--- config.mk ---
export PLATFORM = sky130hd
export DESIGN_NAME = cs_sample_packer
export DESIGN_NICKNAME = d
export VERILOG_FILES = /design/src/rtl/cs_packer_pkg.sv /design/src/rtl/cs_byte_fifo.sv /design/src/rtl/cs_sample_packer.sv
export SDC_FILE = /design/constraint.sdc
export NUM_CORES = 1
export LEC_CHECK = 0
export BUFFER_PORTS_ARGS = -buffer_cell sky130_fd_sc_hd__buf_2
export CAP_MARGIN = 25
export CORE_UTILIZATION = 40
export CTS_CLUSTER_DIAMETER = 200
export DETAILED_ROUTE_END_ITERATION = 6
export GPL_TIMING_DRIVEN = 0
export PLACE_DENSITY = 0.53
export SKIP_LAST_GASP = 1
export SLEW_MARGIN = 5
export SYNTH_ARGS = -nofsm -noshare
export SYNTH_HDL_FRONTEND = slang
export SYNTH_HIERARCHICAL = 1
export SYNTH_SLANG_ARGS = --single-unit
export TNS_END_PERCENT = 1
--- constraint.sdc ---
create_clock -name clk -period 4.77 [get_ports clk]
set_clock_uncertainty 0.2 [all_clocks]
set_input_delay 0.7155 -clock clk [delete_from_list [all_inputs] [get_ports clk]]
set_output_delay 0.7155 -clock clk [all_outputs]
set_load 0.02 [all_outputs]
--- src/rtl/cs_packer_pkg.sv ---
// Shared types and constants for the coherent-sampler packer.
// Holds the channel/TX FSM encodings and the NBLSB legality helper.
package cs_packer_pkg;

    localparam int BYTE_W = 8;

    typedef enum logic [1:0] {
        WAIT_REQ,
        CAPTURE,
        ACK
    } ch_state_t;

    typedef enum logic [1:0] {
        TX_IDLE,
        TX_WAIT,
        TX_BUSY
    } tx_state_t;

    function automatic bit nblsb_divides_byte(input int n);
        return (n > 0) && (n <= BYTE_W) && ((BYTE_W % n) == 0);
    endfunction

endpackage

--- src/rtl/cs_byte_fifo.sv ---
// Synchronous byte FIFO, depth 2**LOG, with occupancy output.
// A push into a full FIFO succeeds only when a pop happens in the same cycle.
module cs_byte_fifo #(
    parameter int LOG = 4
) (
    input  logic         clk,
    input  logic         n_reset,
    input  logic         i_push,
    input  logic [7:0]   i_wdata,
    input  logic         i_pop,
    output logic [7:0]   o_rdata,
    output logic         o_full,
    output logic         o_empty,
    output logic [LOG:0] o_level
);
    import cs_packer_pkg::*;

    localparam int DEPTH = 1 << LOG;

    logic [BYTE_W-1:0] r_mem [DEPTH];
    logic [LOG-1:0]    r_wrPtr;
    logic [LOG-1:0]    r_rdPtr;
    logic [LOG:0]      r_level;
    logic              w_pushOk;
    logic              w_popOk;

    assign o_full   = (r_level == (LOG+1)'(DEPTH));
    assign o_empty  = (r_level == '0);
    assign o_level  = r_level;
    assign o_rdata  = r_mem[r_rdPtr];
    assign w_popOk  = i_pop && !o_empty;
    assign w_pushOk = i_push && (!o_full || w_popOk);

    always_ff @(posedge clk) begin
        if (!n_reset) begin
            r_wrPtr <= '0;
            r_rdPtr <= '0;
            r_level <= '0;
        end else begin
            if (w_pushOk) r_wrPtr <= r_wrPtr + 1'b1;
            if (w_popOk)  r_rdPtr <= r_rdPtr + 1'b1;
            case ({w_pushOk, w_popOk})
                2'b10:   r_level <= r_level + 1'b1;
                2'b01:   r_level <= r_level - 1'b1;
                default: r_level <= r_level;
            endcase
        end
    end

    always_ff @(posedge clk) begin
        if (w_pushOk) r_mem[r_wrPtr] <= i_wdata;
    end

endmodule

--- src/rtl/cs_sample_packer.sv ---
// Round-robin packer of coherent-sampler LSBs into bytes, buffered and drained to the send controller.
// Define CS_PACKER_DROP_CNT_EN to add the saturating drop_cnt output.
module cs_sample_packer #(
    parameter int NCH      = 2,
    parameter int CNT_W    = 16,
    parameter int NBLSB    = 1,
    parameter int FIFO_LOG = 4
) (
    input  logic                 clk,
    input  logic                 n_reset,
    input  logic [NCH-1:0]       ch_en,
    input  logic [NCH-1:0]       cs_req,
    input  logic [NCH*CNT_W-1:0] cs_cnt,
    output logic [NCH-1:0]       cs_ack,
    input  logic                 is_transmitting,
    output logic                 transmit,
    output logic [7:0]           tx_byte,
    output logic [FIFO_LOG:0]    fifo_level,
    output logic                 overflow
`ifdef CS_PACKER_DROP_CNT_EN
    ,
    output logic [15:0]          drop_cnt
`endif
);
    import cs_packer_pkg::*;

    localparam int         PTR_W    = (NCH > 1) ? $clog2(NCH) : 1;
    localparam logic [2:0] BIT_STEP = 3'(NBLSB % BYTE_W);
    localparam logic [2:0] LAST_BIT = 3'(BYTE_W - NBLSB);

    if (!nblsb_divides_byte(NBLSB)) begin : g_bad_nblsb
        $error("cs_sample_packer: NBLSB must be 1, 2, 4 or 8");
    end

    logic [NCH-1:0]    r_reqMeta;
    logic [NCH-1:0]    r_reqSync;
    ch_state_t         r_chState [NCH];
    ch_state_t         w_chNext  [NCH];
    logic [NCH-1:0]    w_capReq;
    logic [PTR_W-1:0]  r_ptr;
    logic [PTR_W:0]    w_idxSum;
    logic [PTR_W-1:0]  w_idx;
    logic [PTR_W-1:0]  w_grantIdx;
    logic              w_grantValid;
    logic [BYTE_W-1:0] w_sample;
    logic [BYTE_W-1:0] w_shiftNext;
    logic [BYTE_W-1:0] r_shift;
    logic [2:0]        r_bitCnt;
    logic              r_byteDone;
    tx_state_t         r_txState;
    tx_state_t         w_txNext;
    logic              w_pop;
    logic              w_drop;
    logic              w_full;
    logic              w_empty;
    logic [7:0]        w_rdata;
    logic              w_unusedCnt;

    // Only the low NBLSB bits of each count are packed; the rest are deliberately ignored.
    assign w_unusedCnt = ^cs_cnt;

    always_ff @(posedge clk) begin
        if (!n_reset) begin
            r_reqMeta <= '0;
            r_reqSync <= '0;
        end else begin
            r_reqMeta <= cs_req;
            r_reqSync <= r_reqMeta;
        end
    end

    // Rotating search from the pointer; disabled channels never compete for a grant.
    always_comb begin
        w_grantValid = 1'b0;
        w_grantIdx   = '0;
        w_idxSum     = '0;
        w_idx        = '0;
        for (int g = 0; g < NCH; g++) begin
            w_capReq[g] = (r_chState[g] == CAPTURE) && ch_en[g];
        end
        for (int k = 0; k < NCH; k++) begin
            w_idxSum = (PTR_W+1)'(r_ptr) + (PTR_W+1)'(k);
            if (w_idxSum >= (PTR_W+1)'(NCH)) w_idxSum = w_idxSum - (PTR_W+1)'(NCH);
            w_idx = w_idxSum[PTR_W-1:0];
            if (!w_grantValid && w_capReq[w_idx]) begin
                w_grantValid = 1'b1;
                w_grantIdx   = w_idx;
            end
        end
    end

    always_comb begin
        cs_ack = '0;
        for (int g = 0; g < NCH; g++) begin
            w_chNext[g] = r_chState[g];
            case (r_chState[g])
                WAIT_REQ: if (r_reqSync[g] && ch_en[g]) w_chNext[g] = CAPTURE;
                CAPTURE:  if (!ch_en[g] || (w_grantValid && w_grantIdx == PTR_W'(g))) w_chNext[g] = ACK;
                ACK:      if (!r_reqSync[g]) w_chNext[g] = WAIT_REQ;
                default:  w_chNext[g] = WAIT_REQ;
            endcase
            cs_ack[g] = (r_chState[g] == ACK);
        end
    end

    always_ff @(posedge clk) begin
        for (int g = 0; g < NCH; g++) begin
            if (!n_reset) r_chState[g] <= WAIT_REQ;
            else          r_chState[g] <= w_chNext[g];
        end
    end

    // New sample enters at the top so the earliest sample ends up in the byte's LSBs.
    always_comb begin
        w_sample = '0;
        for (int g = 0; g < NCH; g++) begin
            if (w_grantIdx == PTR_W'(g)) w_sample[NBLSB-1:0] = cs_cnt[g*CNT_W +: NBLSB];
        end
        w_shiftNext = BYTE_W'({w_sample, r_shift} >> NBLSB);
    end

    always_ff @(posedge clk) begin
        if (!n_reset) begin
            r_shift    <= '0;
            r_bitCnt   <= '0;
            r_byteDone <= 1'b0;
            r_ptr      <= '0;
        end else begin
            r_byteDone <= 1'b0;
            if (w_grantValid) begin
                r_shift <= w_shiftNext;
                r_ptr   <= (w_grantIdx == PTR_W'(NCH-1)) ? '0 : w_grantIdx + 1'b1;
                if (r_bitCnt == LAST_BIT) begin
                    r_bitCnt   <= '0;
                    r_byteDone <= 1'b1;
                end else begin
                    r_bitCnt <= r_bitCnt + BIT_STEP;
                end
            end
        end
    end

    cs_byte_fifo #(
        .LOG(FIFO_LOG)
    ) u_fifo (
        .clk    (clk),
        .n_reset(n_reset),
        .i_push (r_byteDone),
        .i_wdata(r_shift),
        .i_pop  (w_pop),
        .o_rdata(w_rdata),
        .o_full (w_full),
        .o_empty(w_empty),
        .o_level(fifo_level)
    );

    assign w_pop  = (r_txState == TX_IDLE) && !w_empty && !is_transmitting;
    assign w_drop = r_byteDone && w_full && !w_pop;

    always_comb begin
        w_txNext = r_txState;
        case (r_txState)
            TX_IDLE: if (w_pop) w_txNext = TX_WAIT;
            TX_WAIT: if (is_transmitting) w_txNext = TX_BUSY;
            TX_BUSY: if (!is_transmitting) w_txNext = TX_IDLE;
            default: w_txNext = TX_IDLE;
        endcase
    end

    always_ff @(posedge clk) begin
        if (!n_reset) begin
            r_txState <= TX_IDLE;
            transmit  <= 1'b0;
            tx_byte   <= '0;
            overflow  <= 1'b0;
        end else begin
            r_txState <= w_txNext;
            transmit  <= w_pop;
            if (w_pop) tx_byte <= w_rdata;
            if (w_drop) overflow <= 1'b1;
        end
    end

`ifdef CS_PACKER_DROP_CNT_EN
    always_ff @(posedge clk) begin
        if (!n_reset) begin
            drop_cnt <= '0;
        end else if (w_drop && (drop_cnt != 16'hFFFF)) begin
            drop_cnt <= drop_cnt + 1'b1;
        end
    end
`endif

endmodule
== Yosys cells after proc, flatten, opt, wreduce, memory -nomap -nowiden ==
Memories as Yosys holds them, arrays and structs flattened. A register that Yosys moved wholly into a read port is not among the register bits.
Cells that the tools add are included.
Storage, ports and cells
  bits in registers: 34
  memories kept: 2
  bits in writable memories: 132
  input bits: 39
Memories
  u_fifo.r_mem: words 16, width 8, rd ports 1, clocked after memory_dff 1, wr ports 1, RTL line cs_byte_fifo.sv:20  | logic [BYTE_W-1:0] r_mem [DEPTH];
  r_chState: words 2, width 2, rd ports 2, clocked after memory_dff 0, wr ports 2, RTL line cs_sample_packer.sv:37  | ch_state_t r_chState [NCH];
Operators by class
  magnitude comparators: 4
  $add $sub $neg: 9
  eq/ne operators: 13
  reduce and logical (&&, ||, !) cells: 31
  bitwise gates (word level): 3
  muxes and demuxes: 33
Operators by type and width (count)
  2-bit 2-to-1 mux: 11
  2-bit one-hot mux with 3 select lines: 3
  1-bit 2-to-1 mux: 17
  1-bit logical AND: 13
  5-bit one-hot mux with 2 select lines: 1
  4-bit by 1-bit adder with 4-bit output (second input constant): 2
  2-bit by 1-bit equality test with 1-bit output (second input constant): 4
  2-bit equality test (second input constant): 4
  1-bit logical NOT: 8
  2-bit logical NOT: 3
  5-bit by 1-bit adder with 5-bit output (second input constant): 1
  5-bit equality test (second input constant): 1
  5-bit logical NOT: 1
  5-bit by 1-bit subtractor with 5-bit output (second input constant): 1
  1-bit by 2-bit less-than comparator with 1-bit output (second input constant): 2
  2-bit != test (second input constant): 2
  3-bit by 1-bit adder with 3-bit output (second input constant): 1
  3-bit equality test (second input constant): 1
  1-bit logical OR: 3
  3-bit 2-to-1 mux: 1
  3-bit AND reduction: 1
  1-bit by 1-bit adder with 2-bit output (second input constant): 1
  1-bit by 2-bit greater-or-equal comparator with 1-bit output (second input constant): 1
  2-bit greater-or-equal comparator (second input constant): 1
  other kinds (7): 9

== Logic depth before layout (Yosys ltp) ==
An unclocked memory read counts as a cell.
  depth in word-level cells: 15
  gate-level depth with buffers: 14
  gate-level depth less buffers: 12

== By module ==
Netlist, hierarchy kept.
Modules (own cells, without submodules)
  cs_byte_fifo: instances 1, cells each 322, area an instance 5884.4 um2
  cs_sample_packer: instances 1, cells each 142, area an instance 1263.7 um2

== Worst setup path after synthesis ==
OpenSTA, ideal clock, no wires.
  kind: flip-flop to flip-flop
  from: register u_fifo.r_level[4], in the netlist u_fifo/o_level[4]
  to: register u_fifo.r_level[4], in the netlist u_fifo/o_level[4]
  stages on the path, launching flop included: 14
  data arrival time: 3280 ps
  setup slack: 1226 ps
  path through: dfxtp_1 -> clkbuf_1 -> nor2_1 -> or4_4 -> clkinv_1 -> clkbuf_1 -> nor2b_1 -> o21ai_4 -> inv_2 -> ha_1 -> nand2b_1 -> a21oi_1 -> or4_1 -> nand4_1
On the way
  cells in the longest elaborated chain, start to end: 9
  elaborated cells between the ends (all ways): 15
  those cells by class: add/sub (2); eq/ne (3); mux (1); reduce/logical (9)
Ends and longest elaborated chain
  start: declaration: RTL line cs_byte_fifo.sv:23  | logic [LOG:0] r_level;
  start signal: assignment: RTL line cs_byte_fifo.sv:43  | 2'b10: r_level <= r_level + 1'b1;
  start signal: assignment: RTL line cs_byte_fifo.sv:44  | 2'b01: r_level <= r_level - 1'b1;
  start signal: assignment: RTL line cs_byte_fifo.sv:45  | default: r_level <= r_level;
  5-bit logical NOT *: RTL line cs_byte_fifo.sv:28  | assign o_empty = (r_level == '0);
  net w_empty: RTL line cs_sample_packer.sv:55  | logic w_empty;
  1-bit logical NOT *: RTL line cs_sample_packer.sv:157  | assign w_pop = (r_txState == TX_IDLE) && !w_empty && !is_transmitting;
  1-bit logical AND * (2 in series): RTL line cs_sample_packer.sv:157
  net w_pop: RTL line cs_sample_packer.sv:52  | logic w_pop;
  1-bit logical AND *: RTL line cs_byte_fifo.sv:31  | assign w_popOk = i_pop && !o_empty;
  1-bit logical OR: RTL line cs_byte_fifo.sv:32  | assign w_pushOk = i_push && (!o_full || w_popOk);
  1-bit logical AND: RTL line cs_byte_fifo.sv:32
  2-bit by 1-bit equality test with 1-bit output / 2-bit equality test (equally long branches): RTL line cs_byte_fifo.sv:42  | case ({w_pushOk, w_popOk})
  5-bit one-hot mux with 2 select lines / 2-bit nonzero test (equally long branches)
The timed path passes the listed nets; every way through them passes the cells marked *.
A chain may end at the register's enable or synchronous reset.

== Worst setup path in the final report ==
  from: register u_fifo.r_level[4], in the netlist u_fifo/o_level[4]
  to: memory u_fifo.r_mem[11][1] (enable)
On the way
  cells in the longest elaborated chain, start to end: 9
  elaborated cells between the ends (all ways): 11
  those cells by class: eq/ne (1); mux (2); reduce/logical (8)
Ends and longest elaborated chain
  5-bit logical NOT: RTL line cs_byte_fifo.sv:28
  net w_empty: RTL line cs_sample_packer.sv:55
  1-bit logical NOT: RTL line cs_sample_packer.sv:157
  1-bit logical AND (2 in series): RTL line cs_sample_packer.sv:157
  net w_pop: RTL line cs_sample_packer.sv:52
  1-bit logical AND: RTL line cs_byte_fifo.sv:31
  1-bit logical OR: RTL line cs_byte_fifo.sv:32
  1-bit logical AND: RTL line cs_byte_fifo.sv:32
  1-bit 2-to-1 mux: RTL line cs_byte_fifo.sv:51  | if (w_pushOk) r_mem[r_wrPtr] <= i_wdata;
  1-bit 2-to-1 mux (not written as such): RTL line cs_byte_fifo.sv:51
  end: declaration: RTL line cs_byte_fifo.sv:20
The timed path passes the listed nets, and every way through them passes these cells.

==> run_results.csv <==
group,metric,value,unit
run_status,status,"complete, no violations",
sta,fin_crit_sh,86.01,%
floorplanning,chipHeight,135.7,um
layout,final.fill_count,1514,
logic_synthesis,syn-mean-instance-area,15.41,um2
global_route,grtUsageTotal,17.47,%
placement,placed_area,7555,um2
logic_synthesis,async_flop_share,0,%
layout,utilization,47.05,%
layout,antenna_cells,0,
logic_synthesis,ys_seq_area_share,67.78,%
setup_path,crit_family,"simple AND/OR/NAND/NOR gates",
logic_synthesis,synth_most_common_cell,"edfxtp_1",
clocking,cts_buffers,17,
clocking,cts-root-buf,"clkbuf_16",
clocking,clkTransAtPathRegs,0.07,ns
logic_synthesis,synth_cell_types,46,
setup_path,crit_chain,"clkbuf_1, nor2_1, or4_4, clkinv_1, clkbuf_1, nand2b_1, o21ai_4, nor3b_1, and2_1",
global_route,overflow,0,
route,drt_pre_antenna_iters,4,
route,drt_iter0_drc,303,
pwr,leakagePower,2.843,nW
setup_path,worstSetupPathType,"reg2reg",
clocking,clk_latency,0.43,ns
logic_synthesis,postSynthCellCount,464,
sta,rsz0062_at_grt,"false",
clocking,tritoncts,"yes",
clocking,cts.sinks,178,
sta,maxSlewViolCount,0,
floorplanning,initial_core_util,41.18,%
floorplanning,io_pins,56,
logic_synthesis,synth.top_cells.by_count,"edfxtp_1, dfxtp_1, mux4_2, nand2_1, and2_1",
clocking,postCtsHoldBufs,0,
pwr,totalPowerFinal,3.054,mW
layout,drive_gt1_share,19.77,%
placement,dp_cells,714,
logic_synthesis,ys_ff_latch,178,
sta,setup_slack,0.6671,ns
placement,place_ws,0.7381,ns
global_route,grt_pass1_vias,3935,
global_route,grt_pass1_wl,22760,um
sta,worst_pin_slew,0.7945,ns
setup_path,start_kind,"flop",
logic_synthesis,synth_nets,514,
clocking,htree_levels,4,
sta,period_needed,4.103,ns
hold_path,min_from,"r_reqMeta[1]",
placement,io_buffers,25,
clocking,clk_path_buf_depth,2,
setup_path,cp_common_cell,"clkbuf_1",
layout,stdcell_area,8167,um2
logic_synthesis,ys.flop_type,"edfxtp_1",
floorplanning,row_count,48,
floorplanning,dieArea,18410,um2
pwr,ir_drop,0.2506,mV
hold_path,hold_class,"reg2reg",
global_route,grt_start_max_net_pins,19,
setup_path,crit-reg2reg-launch,"u_fifo/o_level[4]",
logic_synthesis,yosys-top-cells-area,"edfxtp_1, dfxtp_1, mux4_2, and2_1, ha_1",
logic_synthesis,synth_area,7148,um2
floorplanning,die_x,135.7,um
setup_path,arrival,3.96,ns
sta,holdWs,0.2329,ns
layout,final-instance-count-excl-fill,746,
sta,hold_viol,0,
setup_path,max_stage_delay,0.56,ns
layout,finish.net_count,558,
floorplanning,core_area,17360,um2
sta,max_freq,243.7,MHz
placement,place_congestion,0.7480,
route,ant_nets,0,
setup_path,crit_buf_inv,3,
placement,place_hpwl,9773,um
global_route,antenna_found_initial,0,
route,vias_per_cell,5.378,
sta,setup_viol,0,
sta,relSlewSlack,47.04,%
logic_synthesis,ys_warn_count,6,
route,drc,0,
layout,synthToLayoutAreaGrowth,14.25,%
setup_path,cp_max_fo,10,
setup_path,end_kind,"flop",
clocking,cts_resized,0,
pwr,powerDensity,374.0,nW/um2
sta,fin_tns_setup,0,ns
route,wl_per_cell,19.76,um
logic_synthesis,synth-edff-count,128,
logic_synthesis,synth_area_leader_cell,"edfxtp_1",
clocking,post_cts_buffers,0,
setup_path,cp.required,4.63,ns
route,drt_wl_total,14740,um
setup_path,cp_slowest_cell,"nor3b_1",
route,dr_total_vias,4012,
run,maxCapViolCount,0,
setup_path,cp-startpoint,"u_fifo/o_level[4]",
logic_synthesis,synth_top_cell_area_share,53.77,%
final timing paths:
path	slack (ns)	cells past startpoint	to
worst max-delay path	0.67	9	u_fifo/r_mem[11][1]
worst min-delay path	0.23	1	r_reqSync[1]
worst max register to register	0.67	9	u_fifo/r_mem[11][1]
worst min register to register	0.23	1	r_reqSync[1]
sequential cells by signal, summed over array words and instances, names as in the netlist, named ones only:
signal          cells
r_byteDone          1
r_chState           4
r_bitCnt            3
r_reqSync           2
r_shift             8
r_txState           2
transmit            1
u_fifo/r_mem      128
tx_byte             8
u_fifo/r_wrPtr      4
u_fifo/r_rdPtr      4
r_ptr               1
u_fifo/o_level      5
r_reqMeta           2
overflow            1
worst register-to-register path: stages, from the launching register on:
cell	delay [ns]
dfxtp_1	0.37
clkbuf_1	0.47
nor2_1	0.15
or4_4	0.45
clkinv_1	0.22
clkbuf_1	0.39
nand2b_1	0.26
o21ai_4	0.12
nor3b_1	0.56
and2_1	0.54
layer usage:
layer	vias to the layer above	GRT usage [%]	routed length, um	share of wire (%)
met5	-	0	0	0
met4	0	7.179	194	1.3
met2	79	26.81	6932	47
met1	2049	24.20	6787	46
li1	1872	-	-	-
met3	12	3.517	826	5.6
cell type report:
class / count / area (um2) / area share (%)
repair buffers: 25 / 125.1 / 1.532
well taps: 225 / 281.5 / 3.447
inverters: 10 / 37.54 / 0.4596
flip-flops and latches: 178 / 4845 / 59.32
plain buffers: 23 / 106.4 / 1.302
multi-input cells: 253 / 2160 / 26.44
clock inverters: 8 / 55.05 / 0.6741
clock buffers: 24 / 556.8 / 6.818
power by group:
group / internal [mW] / total, mW / switching (mW)
combinational: 0.00723 / 0.0204 / 0.0132
sequential: 1.64 / 1.64 / 0.00251
clock: 0.823 / 1.39 / 0.570
logic make-up after synthesis:
kind of cell,Yosys count,synth area share (%)
buf+inv,33,2.013
fa+ha+maj,11,2.030
mux,40,11.20
flops,178,67.78
xor+xnor,5,0.6126
compound gates,70,6.687
simple gates,127,9.680
layout by cell type, fill, tap and decap left out, types with 10 or more instances in the layout:
cell type | netlist | layout
a21oi_1 | 22 | 22
nand3_1 | 14 | 14
dfxtp_1 | 50 | 50
ha_1 | 10 | 10
mux4_2 | 32 | 32
nand2_1 | 32 | 32
clkbuf_16 | 0 | 21
clkbuf_1 | 15 | 16
buf_2 | 4 | 29
a22oi_1 | 16 | 16
nor2_1 | 13 | 13
o21ai_0 | 13 | 13
edfxtp_1 | 128 | 128
and2_1 | 23 | 23
(Power assumes the default switching activity.)
